### src/rtl/gj_sequencer.sv
// Gauss-Jordan inversion control sequencer.
// Issues probe/swap/norm/elim row commands, one outstanding at a time.
module gj_sequencer #(
  parameter int N  = 5,
  parameter int RW = $clog2(N)
) (
  input  logic          clk,
  input  logic          rst_n,
  input  logic          start,
  output logic          busy,
  output logic          done,
  output logic          singular,
  output logic          cmd_valid,
  input  logic          cmd_ready,
  output logic [1:0]    cmd_op,
  output logic [RW-1:0] cmd_row_a,
  output logic [RW-1:0] cmd_row_b,
  output logic [RW-1:0] cmd_col,
  input  logic          resp_valid,
  input  logic          resp_zero
);

  localparam logic [1:0] OP_PROBE = 2'd0;
  localparam logic [1:0] OP_SWAP  = 2'd1;
  localparam logic [1:0] OP_NORM  = 2'd2;
  localparam logic [1:0] OP_ELIM  = 2'd3;

  localparam logic [RW-1:0] LAST = RW'(N - 1);
  localparam logic [RW-1:0] ZERO = '0;

  typedef enum logic [2:0] {
    S_IDLE,
    S_PROBE,
    S_SWAP,
    S_NORM,
    S_ELIM,
    S_FINISH
  } state_t;

  state_t        state;
  logic [RW-1:0] k;
  logic [RW-1:0] r;
  logic [RW-1:0] i;
  logic          wait_resp;

  logic [RW-1:0] k_inc;
  logic [RW-1:0] r_inc;
  logic [RW-1:0] i_inc;
  logic [RW-1:0] i_nxt;
  logic [RW-1:0] i_first;
  logic          elim_last;

  // Next elimination row skips the pivot row; first one is row 0 unless k is 0.
  assign k_inc     = k + 1'b1;
  assign r_inc     = r + 1'b1;
  assign i_inc     = i + 1'b1;
  assign i_nxt     = (i_inc == k) ? (i + RW'(2)) : i_inc;
  assign i_first   = (k == ZERO) ? RW'(1) : ZERO;
  assign elim_last = (i == LAST) || ((i_inc == k) && (k == LAST));

  // Sequencer FSM with registered command and status outputs.
  always_ff @(posedge clk) begin
    if (!rst_n) begin
      state     <= S_IDLE;
      k         <= '0;
      r         <= '0;
      i         <= '0;
      wait_resp <= 1'b0;
      busy      <= 1'b0;
      done      <= 1'b0;
      singular  <= 1'b0;
      cmd_valid <= 1'b0;
      cmd_op    <= '0;
      cmd_row_a <= '0;
      cmd_row_b <= '0;
      cmd_col   <= '0;
    end else begin
      done <= 1'b0;
      unique case (state)
        S_IDLE: begin
          if (start) begin
            k         <= '0;
            r         <= '0;
            i         <= '0;
            singular  <= 1'b0;
            busy      <= 1'b1;
            cmd_valid <= 1'b1;
            cmd_op    <= OP_PROBE;
            cmd_row_a <= '0;
            cmd_row_b <= '0;
            cmd_col   <= '0;
            state     <= S_PROBE;
          end
        end
        S_FINISH: begin
          state <= S_IDLE;
        end
        default: begin
          if (cmd_valid && cmd_ready) begin
            cmd_valid <= 1'b0;
            wait_resp <= 1'b1;
          end else if (wait_resp && resp_valid) begin
            wait_resp <= 1'b0;
            unique case (state)
              S_PROBE: begin
                if (!resp_zero) begin
                  cmd_valid <= 1'b1;
                  cmd_row_a <= k;
                  cmd_col   <= k;
                  if (r == k) begin
                    cmd_op    <= OP_NORM;
                    cmd_row_b <= '0;
                    state     <= S_NORM;
                  end else begin
                    cmd_op    <= OP_SWAP;
                    cmd_row_b <= r;
                    state     <= S_SWAP;
                  end
                end else if (r != LAST) begin
                  r         <= r_inc;
                  cmd_valid <= 1'b1;
                  cmd_op    <= OP_PROBE;
                  cmd_row_a <= r_inc;
                  cmd_row_b <= '0;
                  cmd_col   <= k;
                end else begin
                  singular  <= 1'b1;
                  done      <= 1'b1;
                  busy      <= 1'b0;
                  cmd_op    <= '0;
                  cmd_row_a <= '0;
                  cmd_row_b <= '0;
                  cmd_col   <= '0;
                  state     <= S_FINISH;
                end
              end
              S_SWAP: begin
                cmd_valid <= 1'b1;
                cmd_op    <= OP_NORM;
                cmd_row_a <= k;
                cmd_row_b <= '0;
                cmd_col   <= k;
                state     <= S_NORM;
              end
              S_NORM: begin
                i         <= i_first;
                cmd_valid <= 1'b1;
                cmd_op    <= OP_ELIM;
                cmd_row_a <= k;
                cmd_row_b <= i_first;
                cmd_col   <= k;
                state     <= S_ELIM;
              end
              S_ELIM: begin
                if (!elim_last) begin
                  i         <= i_nxt;
                  cmd_valid <= 1'b1;
                  cmd_row_b <= i_nxt;
                end else if (k == LAST) begin
                  done      <= 1'b1;
                  busy      <= 1'b0;
                  cmd_op    <= '0;
                  cmd_row_a <= '0;
                  cmd_row_b <= '0;
                  cmd_col   <= '0;
                  state     <= S_FINISH;
                end else begin
                  k         <= k_inc;
                  r         <= k_inc;
                  cmd_valid <= 1'b1;
                  cmd_op    <= OP_PROBE;
                  cmd_row_a <= k_inc;
                  cmd_row_b <= '0;
                  cmd_col   <= k_inc;
                  state     <= S_PROBE;
                end
              end
              default: begin
                state <= S_IDLE;
              end
            endcase
          end
        end
      endcase
    end
  end

endmodule
### config.mk
export PLATFORM = sky130hd
export DESIGN_NAME = gj_sequencer
export DESIGN_NICKNAME = d
export VERILOG_FILES = /design/src/rtl/gj_sequencer.sv
export SDC_FILE = /design/constraint.sdc
export NUM_CORES = 1
export LEC_CHECK = 0
export ABC_AREA = 1
export BUFFER_PORTS_ARGS = -buffer_cell sky130_fd_sc_hd__buf_2
export CAP_MARGIN = 5
export CORE_MARGIN = 10
export CORE_UTILIZATION = 63
export DETAILED_ROUTE_END_ITERATION = 7
export PLACE_DENSITY = 0.85
export SLEW_MARGIN = 20
export SYNTH_ARGS = -nofsm -noshare
export SYNTH_HDL_FRONTEND = slang
export SYNTH_SLANG_ARGS = --single-unit
export TNS_END_PERCENT = 100
### constraint.sdc
create_clock -name clk -period 3.92 [get_ports clk]
set_input_delay 0 -clock clk [delete_from_list [all_inputs] [get_ports clk]]
set_output_delay 0 -clock clk [all_outputs]
set_load 0.02 [all_outputs]
Word level (Yosys, flattened, before mapping)
Cells that the tools add are included.
{"block": "totals", "inputBits": 6, "output_inout_bits": 15, "register_bits": 28}
{"block": "op_classes", "addsub": 4, "bitwise": 4, "muxes": 90, "reduce_logical": 33, "eq_ne": 26}
{"op": "$mux W3", "count": 36}
{"op": "$pmux W3 S2", "count": 9}
{"op": "$mux W1", "count": 27}
{"op": "$pmux W3 S4", "count": 2}
{"op": "$reduce_and A6 Y1", "count": 4}
{"op": "$pmux W3 S3", "count": 2}
{"op": "$reduce_and A9 Y1", "count": 2}
{"op": "$reduce_and A7 Y1", "count": 2}
{"op": "$eq A3 B3 Y1 const B", "count": 4}
{"op": "$mux W2", "count": 6}
{"op": "$ne A3 B2 Y1 const B", "count": 4}
{"op": "$ne A3 B3 Y1 const B", "count": 4}
{"op": "$reduce_bool A2 Y1", "count": 6}
{"op": "$reduce_bool A3 Y1", "count": 4}
{"op": "$ne A5 B5 Y1 const B", "count": 2}
{"op": "$pmux W1 S2", "count": 5}
{"op": "$reduce_and A5 Y1", "count": 2}
{"op": "$reduce_bool A5 Y1", "count": 2}
{"op": "$add A3 B1 Y3 const B", "count": 3}
{"op": "$pmux W2 S4", "count": 1}
{"op": "$eq A3 B2 Y1 const B", "count": 2}
{"op": "$eq A3 B3 Y1", "count": 2}
{"op": "$logic_not A3 Y1", "count": 2}
{"op": "$ne A2 B1 Y1 const B", "count": 3}
{"op": "15 further kinds", "count": 21}

Longest topological paths before layout
Gate-level depths: netlist (run 1).
{"block": "depth", "word_depth": 9, "ltp_mapped": 14}

Worst setup path before layout (run 1)
OpenSTA, ideal clock, no wires.
{"block": "synth_path", "path_kind": "register to register", "start": "register i[0]", "end": "register i[0]", "t_arrival_ns": 1.621, "path_slack_ns": 2.186, "path_stages_with_launch": 14, "period_less_slack_ns": 1.734, "setup_time_ns": 0.113, "cell_sequence": "dfxtp_1 -> inv_1 -> ha_1 -> inv_1 -> nand2_1 -> nand2_1 -> nor2_4 -> nand3_2 -> nand2_2 -> nand2_1 -> nand2_1 -> inv_1 -> o21ai_1 -> nor2_1"}
{"block": "synth_between", "elab_chain_cells": 8}
{"item": "start: declaration", "line_no": "43", "text": "logic [RW-1:0] i;"}
{"item": "start signal: assignment", "line_no": "146", "text": "i <= i_first;"}
{"item": "start signal: assignment", "line_no": "156", "text": "i <= i_nxt;"}
{"item": "$add A3 B1 Y3", "line_no": "56", "text": "assign i_inc = i + 1'b1;"}
{"item": "$eq A3 B3 Y1", "line_no": "57, 59"}
{"item": "$mux W3", "line_no": "57", "text": "assign i_nxt = (i_inc == k) ? (i + RW'(2)) : i_inc;"}
{"item": "$mux W3", "line_no": "155", "text": "if (!elim_last) begin"}
{"item": "$pmux W3 S2", "line_no": "104", "text": "unique case (state)"}
{"item": "$mux W3", "line_no": "102", "text": "end else if (wait_resp && resp_valid) begin"}
{"item": "$mux W3", "line_no": "99", "text": "if (cmd_valid && cmd_ready) begin"}
{"item": "$pmux W3 S2", "line_no": "79", "text": "unique case (state)"}
Several ways; a longest one is shown, not always the timed one. The select of a mux whose other input is x is not followed.
A chain may end at the register's enable or synchronous reset.

Worst setup path after layout (run 1)
{"block": "layout_path", "start": "register i[0]", "end": "register i[1]"}
Same word-level chain as after synthesis.

==> flow_metrics.env, run 1 <==
export IMPL_status="finished, final reports clean"
export IMPL_vias=1950
export IMPL_maxCapViolCount=0
export IMPL_wl_per_cell_um=13.9
export IMPL_place_worst_setup_slack_ps=1990
export IMPL_route_detailed_drc=0
export IMPL_synth_edf_count=0
export IMPL_numPortBuffers=20
export IMPL_grt_usage_pct=17.1
export IMPL_core_um2=3030
export IMPL_synth_nets=309
export IMPL_fin_total_pwr_w=0.00174
export IMPL_yosys_most_used_dff="dfxtp_1"
export IMPL_htreeDepth=1
export IMPL_hold_violations=0
export IMPL_rows=20
export IMPL_cts_tree="yes"
export IMPL_drt_iter0_drc=194
export IMPL_max_slew_margin_pct=62.6
export IMPL_grt_pass1_wl_um=8560
export IMPL_routed_wl_um=5010
export IMPL_grt_pass1_vias=1853
export IMPL_avgViaCountPerCell=5.42
export IMPL_rr_endpoint="i[1]"
export IMPL_min_delay_path_depth=5
export IMPL_dieWidth_um=75.9
export IMPL_reg2reg_depth=13
export IMPL_ys_seq_area_share_pct=28.4
export IMPL_antenna_found_initial=0
export IMPL_detail_route_antenna_nets=0
export IMPL_num_nets_final=330
export IMPL_routabilityCongestion=0.945
export IMPL_area_growth_pct=8.19
export IMPL_dieArea_um2=5770
export IMPL_cts_buffer_depth=2
export IMPL_hold_path_startpoint="start"
export IMPL_synth_area_um2=1970
export IMPL_clkLatencyLatePin_ps=330
export IMPL_root_buffer="clkbuf_4"
export IMPL_vdd_ir_drop_max_mv=0.442
export IMPL_r2r_start="i[0]"
export IMPL_power_density_nw_per_um2=816
export IMPL_async_flop_share_pct=0
export IMPL_finalWorstSetupSlack_ps=1960
export IMPL_ys_ff_latch=28
export IMPL_worstSetupEndpointType="flop"
export IMPL_dp_hpwl_um=3840
export IMPL_fin_setup_tns_ps=0
export IMPL_num_antenna_cells=0
export IMPL_worstMarginPinSlew_ps=558
export IMPL_min_period_ps=1960
export IMPL_clk_pin_slew_ps=140
export IMPL_fin_crit_sh_pct=50.1
export IMPL_grt_overflow=0
export IMPL_p_leak_nw=0.968
export IMPL_numCtsBuffers=3
export IMPL_start_kind="flop"
export IMPL_synth_avg_cell_area_um2=6.64
export IMPL_crit_required_ps=4140
export IMPL_dr_pass1_iters=4
export IMPL_netlist_instances=297
export IMPL_initial_utilization_pct=65.1
export IMPL_hold_class="in2reg"
export IMPL_cp_max_fo=5
export IMPL_synth_yosys_warnings=0
export IMPL_fmax_mhz=510
export IMPL_ff2ff_setup_slack_ps=1960
export IMPL_layout_drive_gt1_share_pct=16.5
export IMPL_grt_max_degree=20
export IMPL_drv_slew=0
export IMPL_setup_violations=0
export IMPL_worstSetupPathType="reg2reg"
export IMPL_rsz0062_at_grt="false"
export IMPL_skew_ps=5.49
export IMPL_cts_sinks=28
export IMPL_final_cell_mix="nand2_1, nor2_1, dfxtp_1"
export IMPL_io_pins=21
export IMPL_yosys_cell_types_count=39
export IMPL_arrival_ps=2190
export IMPL_fp_dieH_um=75.9
export IMPL_cts_setup_buffers=0
export IMPL_final_common_cell="nand2_1"
export IMPL_hold_path_end="busy"
-- cell type report --
type	count	area, um^2
Clock buffer	3	22.5
Fill cell	253	895
Inverter	36	140
Sequential cell	28	561
Multi-Input combinational cell	227	1230
Timing Repair Buffer	22	120
Tap cell	44	55.1
-- power breakdown --
group	switching (W)	total (W)	internal, W
sequential	0.000109	0.000475	0.000366
clock	0.0000805	0.000117	0.0000361
combinational	0.000774	0.00115	0.000375
total	0.000964	0.00174	0.000778
-- cells by family after synthesis --
group                      count (synthesis)  synth area share, %
buffers and inverters                     42                 8.95
xor gates and xnor gates                   6                 2.66
and+or+nand+nor                          156                 38.3
DFF                                       28                 28.4
adders and majority gates                  6                 3.81
AOI/OAI and AO/OA                         59                 17.9
-- registers in the layout, summed over array words and instances, names as in the netlist, 2 cells and up --
register   flops
r              3
cmd_row_a      3
k              3
cmd_row_b      3
state          3
cmd_col        3
cmd_op         2
i              3
-- how the worst max path moves through the flow --
stage / from / to / slack, ps
after global routing: k[0] / cmd_col[1] / 1750
after CTS: i[0] / i[0] / 1960
after floorplan: i[0] / i[0] / 2190
after global placement: i[0] / i[0] / 2030
final: i[0] / i[1] / 1960
after detailed placement: i[0] / i[0] / 1990
-- through the flow --
stage	instance area (um^2)	instances	utilization (%)	hold WS, ps
CTS	2120	359	70.1	0.451
floorplan	1970	297	-	159
finish	2130	360	70.5	96.4
global placement	2090	355	69.0	293
global route	2130	360	70.5	118
detailed placement	2090	355	69.0	298
-- worst max-delay path, cell delays in order (launching register included) --
cell and delay, ps:
dfxtp_1 430, inv_1 100, ha_1 300, inv_1 50
nand2_1 50, nand2_1 80, nor2_4 160, nand3_2 130
nand2_2 150, nand2_1 60, nand2_1 140, nor2_1 50
a21oi_1 110, nor2_1 50
-- per-layer routing --
metal | track usage, % | share of wire [%] | vias to the layer above | wire length [um]
met5 | 0 | 0 | - | 0
met4 | 5.49 | 1.4 | 0 | 70
met3 | 4.83 | 6.1 | 11 | 307
met2 | 28.1 | 47 | 60 | 2360
met1 | 21.0 | 45 | 864 | 2270
li1 | - | - | 1015 | -
-- synth_stat cells (all sizes together), types with 2 or more instances --
cell	number	area (um^2)
nand2	85	375
nor2	40	198
inv	35	136
dfxtp	28	561
a21oi	27	139
nand3	24	138
o21ai	13	72.6
ha	6	75.1
o211ai	5	37.5
buf	4	28.8
nor3	4	25.0
o22ai	4	25.0
xnor2	4	35.0
a211oi	3	22.5
o21bai	3	22.5
clkbuf	2	7.51
nand4	2	12.5
o31ai	2	15.0
xor2	2	17.5
-- timing repair --
item	CTS	global route
gates resized for setup	0	0
hold endpoints to repair	2	2
setup endpoints to repair	0	0
hold buffers	1	1
(Power assumes the default switching activity.)
==> run 2, diff against run 1 <==
--- a/config.mk
+++ b/config.mk
@@ -9,9 +9,9 @@
 export BUFFER_PORTS_ARGS = -buffer_cell sky130_fd_sc_hd__buf_2
 export CAP_MARGIN = 5
 export CORE_MARGIN = 10
-export CORE_UTILIZATION = 63
+export CORE_UTILIZATION = 53
 export DETAILED_ROUTE_END_ITERATION = 7
-export PLACE_DENSITY = 0.85
+export PLACE_DENSITY = 0.76
 export SLEW_MARGIN = 20
 export SYNTH_ARGS = -nofsm -noshare
 export SYNTH_HDL_FRONTEND = slang
==> constraint.sdc (replaced) <==
create_clock -name clk -period 1.6 [get_ports clk]
set_input_delay 0 -clock clk [delete_from_list [all_inputs] [get_ports clk]]
set_output_delay 0 -clock clk [all_outputs]
set_load 0.02 [all_outputs]
==> flow_metrics.env, run 2 (synthesis gave the netlist of run 1 again) <==
export IMPL_numCtsBuffers=3
export IMPL_grt_usage_pct=18.5
export IMPL_switchingPower_w=0.00287
export IMPL_ff2ff_setup_slack_ps=-150
export IMPL_worstMarginPinSlew_ps=389
export IMPL_numPortBuffers=20
export IMPL_routed_wl_um=5980
export IMPL_num_nets_final=366
export IMPL_route_detailed_drc=0
export IMPL_rsz0062_at_grt="true"
export IMPL_regArea_um2=566
export IMPL_layout_drive_gt1_share_pct=34.6
export IMPL_io_pins=21
export IMPL_max_slew_margin_pct=73.8
export IMPL_routabilityCongestion=0.969
export IMPL_grt_pass1_wl_um=9870
export IMPL_clockPowerShare_pct=10.2
export IMPL_drt_iter0_drc=317
export IMPL_cp_max_fo=5
export IMPL_fmax_mhz=572
export IMPL_fill_cells=287
export IMPL_p_comb_share_pct=70.5
export IMPL_startpoint="i[0]"
export IMPL_power_density_nw_per_um2=2160
export IMPL_critPathSlowestCell="dfxtp_2"
export IMPL_min_period_ps=1750
export IMPL_start_kind="flop"
export IMPL_initial_utilization_pct=54.3
export IMPL_cp_top_family="simple AND/OR/NAND/NOR gates"
export IMPL_power_frac_seq_pct=19.4
export IMPL_hold_class="in2reg"
export IMPL_timing_critical_path_cells="inv_2 -> ha_4 -> inv_4 -> nand2_2 -> nand2_2 -> nor2_4 -> nand2_2 -> nand2_1 -> nand2_2 -> o21bai_1 -> nand2_1 -> a21oi_2"
export IMPL_worstSetupEndpointType="flop"
export IMPL_violations="setup timing"
export IMPL_skew_ps=3.86
export IMPL_root_buffer="clkbuf_8"
export IMPL_dp_cells=391
export IMPL_maxCapViolCount=0
export IMPL_core_um2=3630
export IMPL_crit_required_ps=1820
export IMPL_power_internal_w=0.00275
export IMPL_r2r_start="i[0]"
export IMPL_crit_path_end="cmd_row_b[0]"
export IMPL_p_leak_nw=1.19
export IMPL_fin_total_pwr_w=0.00562
export IMPL_swShare_pct=51.1
export IMPL_clk_pin_slew_ps=100
export IMPL_multi_input_area_um2=1360
export IMPL_final_cell_mix="nand2_1, nor2_1, buf_4"
export IMPL_cts_sinks=28
export IMPL_cp_num_cells=12
export IMPL_cts_tree="yes"
export IMPL_dp_hpwl_um=4390
export IMPL_fp_dieH_um=81.0
export IMPL_grt_overflow=0
export IMPL_cp_buffers_inverters=2
export IMPL_antenna_found_initial=0
export IMPL_avgViaCountPerCell=5.45
export IMPL_final_area_um2=2610
export IMPL_reg2reg_depth=12
export IMPL_grt_pass1_vias=2125
export IMPL_detail_route_antenna_nets=0
export IMPL_dieWidth_um=81.0
export IMPL_area_growth_pct=32.2
export IMPL_clkLatencyLatePin_ps=280
export IMPL_place_area_um2=2350
export IMPL_grt_max_degree=20
export IMPL_cp_slowest_stage_delay_ps=360
export IMPL_htreeDepth=1
export IMPL_worstSetupPathType="reg2reg"
export IMPL_finalWorstSetupSlack_ps=-148
export IMPL_vdd_ir_drop_max_mv=1.15
export IMPL_vias=2186
export IMPL_num_antenna_cells=0
export IMPL_dieArea_um2=6560
export IMPL_drv_slew=0
export IMPL_setup_violations=23
export IMPL_wl_per_cell_um=14.9
export IMPL_path_common_cell="nand2_2"
export IMPL_status="finished with violations"
export IMPL_cts_buffer_depth=2
export IMPL_arrival_ps=1970
export IMPL_instances_no_fill=401
export IMPL_dr_pass1_iters=5
export IMPL_rows=22
export IMPL_hold_violations=0
export IMPL_final_common_cell="nand2_1"
export IMPL_rr_endpoint="cmd_row_b[0]"
export IMPL_fin_crit_sh_pct=109
==> run 2: changes by cell type in the layout (fill, tap and decap cells not counted), moves of 4 or more <==
cell | previous run | this run
dfxtp_2 | 0 | 4
buf_4 | 0 | 33
inv_1 | 27 | 23
nand3_1 | 22 | 17
nand2_1 | 76 | 66
a21oi_1 | 26 | 22
nand3_2 | 1 | 5
nand2_2 | 4 | 10
dfxtp_1 | 28 | 24
a21oi_2 | 1 | 5
==> run 2: layer usage <==
metal	GRT usage (%)	share of wire, %
met2	29.8	46
met1	24.9	45
met5	0	0
met4	5.71	1.7
met3	2.76	6.8
==> run 2: repair_timing <==
item / 4_1_cts / 5_1_grt
hold buffers: 1 / 0
gates cloned: 1 / 0
resized for setup: 23 / 18
endpoints found under the hold margin: 2 / 0
setup endpoints to repair: 23 / 26
setup buffers: 3 / 2
pin swaps: 13 / 17
==> run 2: worst min-delay path by stage <==
stage          slack (ps)         to  depth (start not counted)       start
2_1_floorplan         160       done                          2  resp_valid
3_3_place_gp          290       done                          3  resp_valid
3_5_place_dp          290       done                          3  resp_valid
4_1_cts                40  cmd_op[1]                          3       rst_n
5_1_grt                60  cmd_op[1]                          3       rst_n
6_report               50       i[0]                          3       rst_n
==> run 2: power groups by stage <==
stage	Sequential [W]	Clock, W	Combinational (W)
floorplan	0.00118	0	0.00220
global placement	0.00109	0	0.00332
detailed placement	0.00109	0	0.00336
CTS	0.00108	0.000582	0.00368
global route	0.00112	0.000605	0.00431
finish	0.00109	0.000573	0.00396
==> run 2: layout make-up <==
| class | count | share of cell area (%) |
|---|---|---|
| clock buffers | 3 | 1.58 |
| flip-flops and latches | 28 | 21.7 |
| inverters | 36 | 5.76 |
| repair buffers | 57 | 15.0 |
| multi-input cells | 227 | 52.3 |
| repair inverters | 1 | 0.240 |
| well taps | 48 | 2.30 |
| clock inverters | 1 | 1.15 |
==> run 2: worst min-delay path, stage by stage <==
cell and delay [ps]:
buf_2 180, o21ai_2 80, nor2_1 40
==> run 2: stage by stage <==
step                util, %  setup slack, ps  hold WS, ps  TNS (ps)
floorplan                 -            -28.9          159     -56.2
global placement       64.6            -84.8          295      -521
detailed placement     64.6             -140          294     -2380
CTS                    70.1             -117         42.9     -1820
global route           71.8             -281         59.8     -4820
finish                 71.8             -148         46.0     -1950
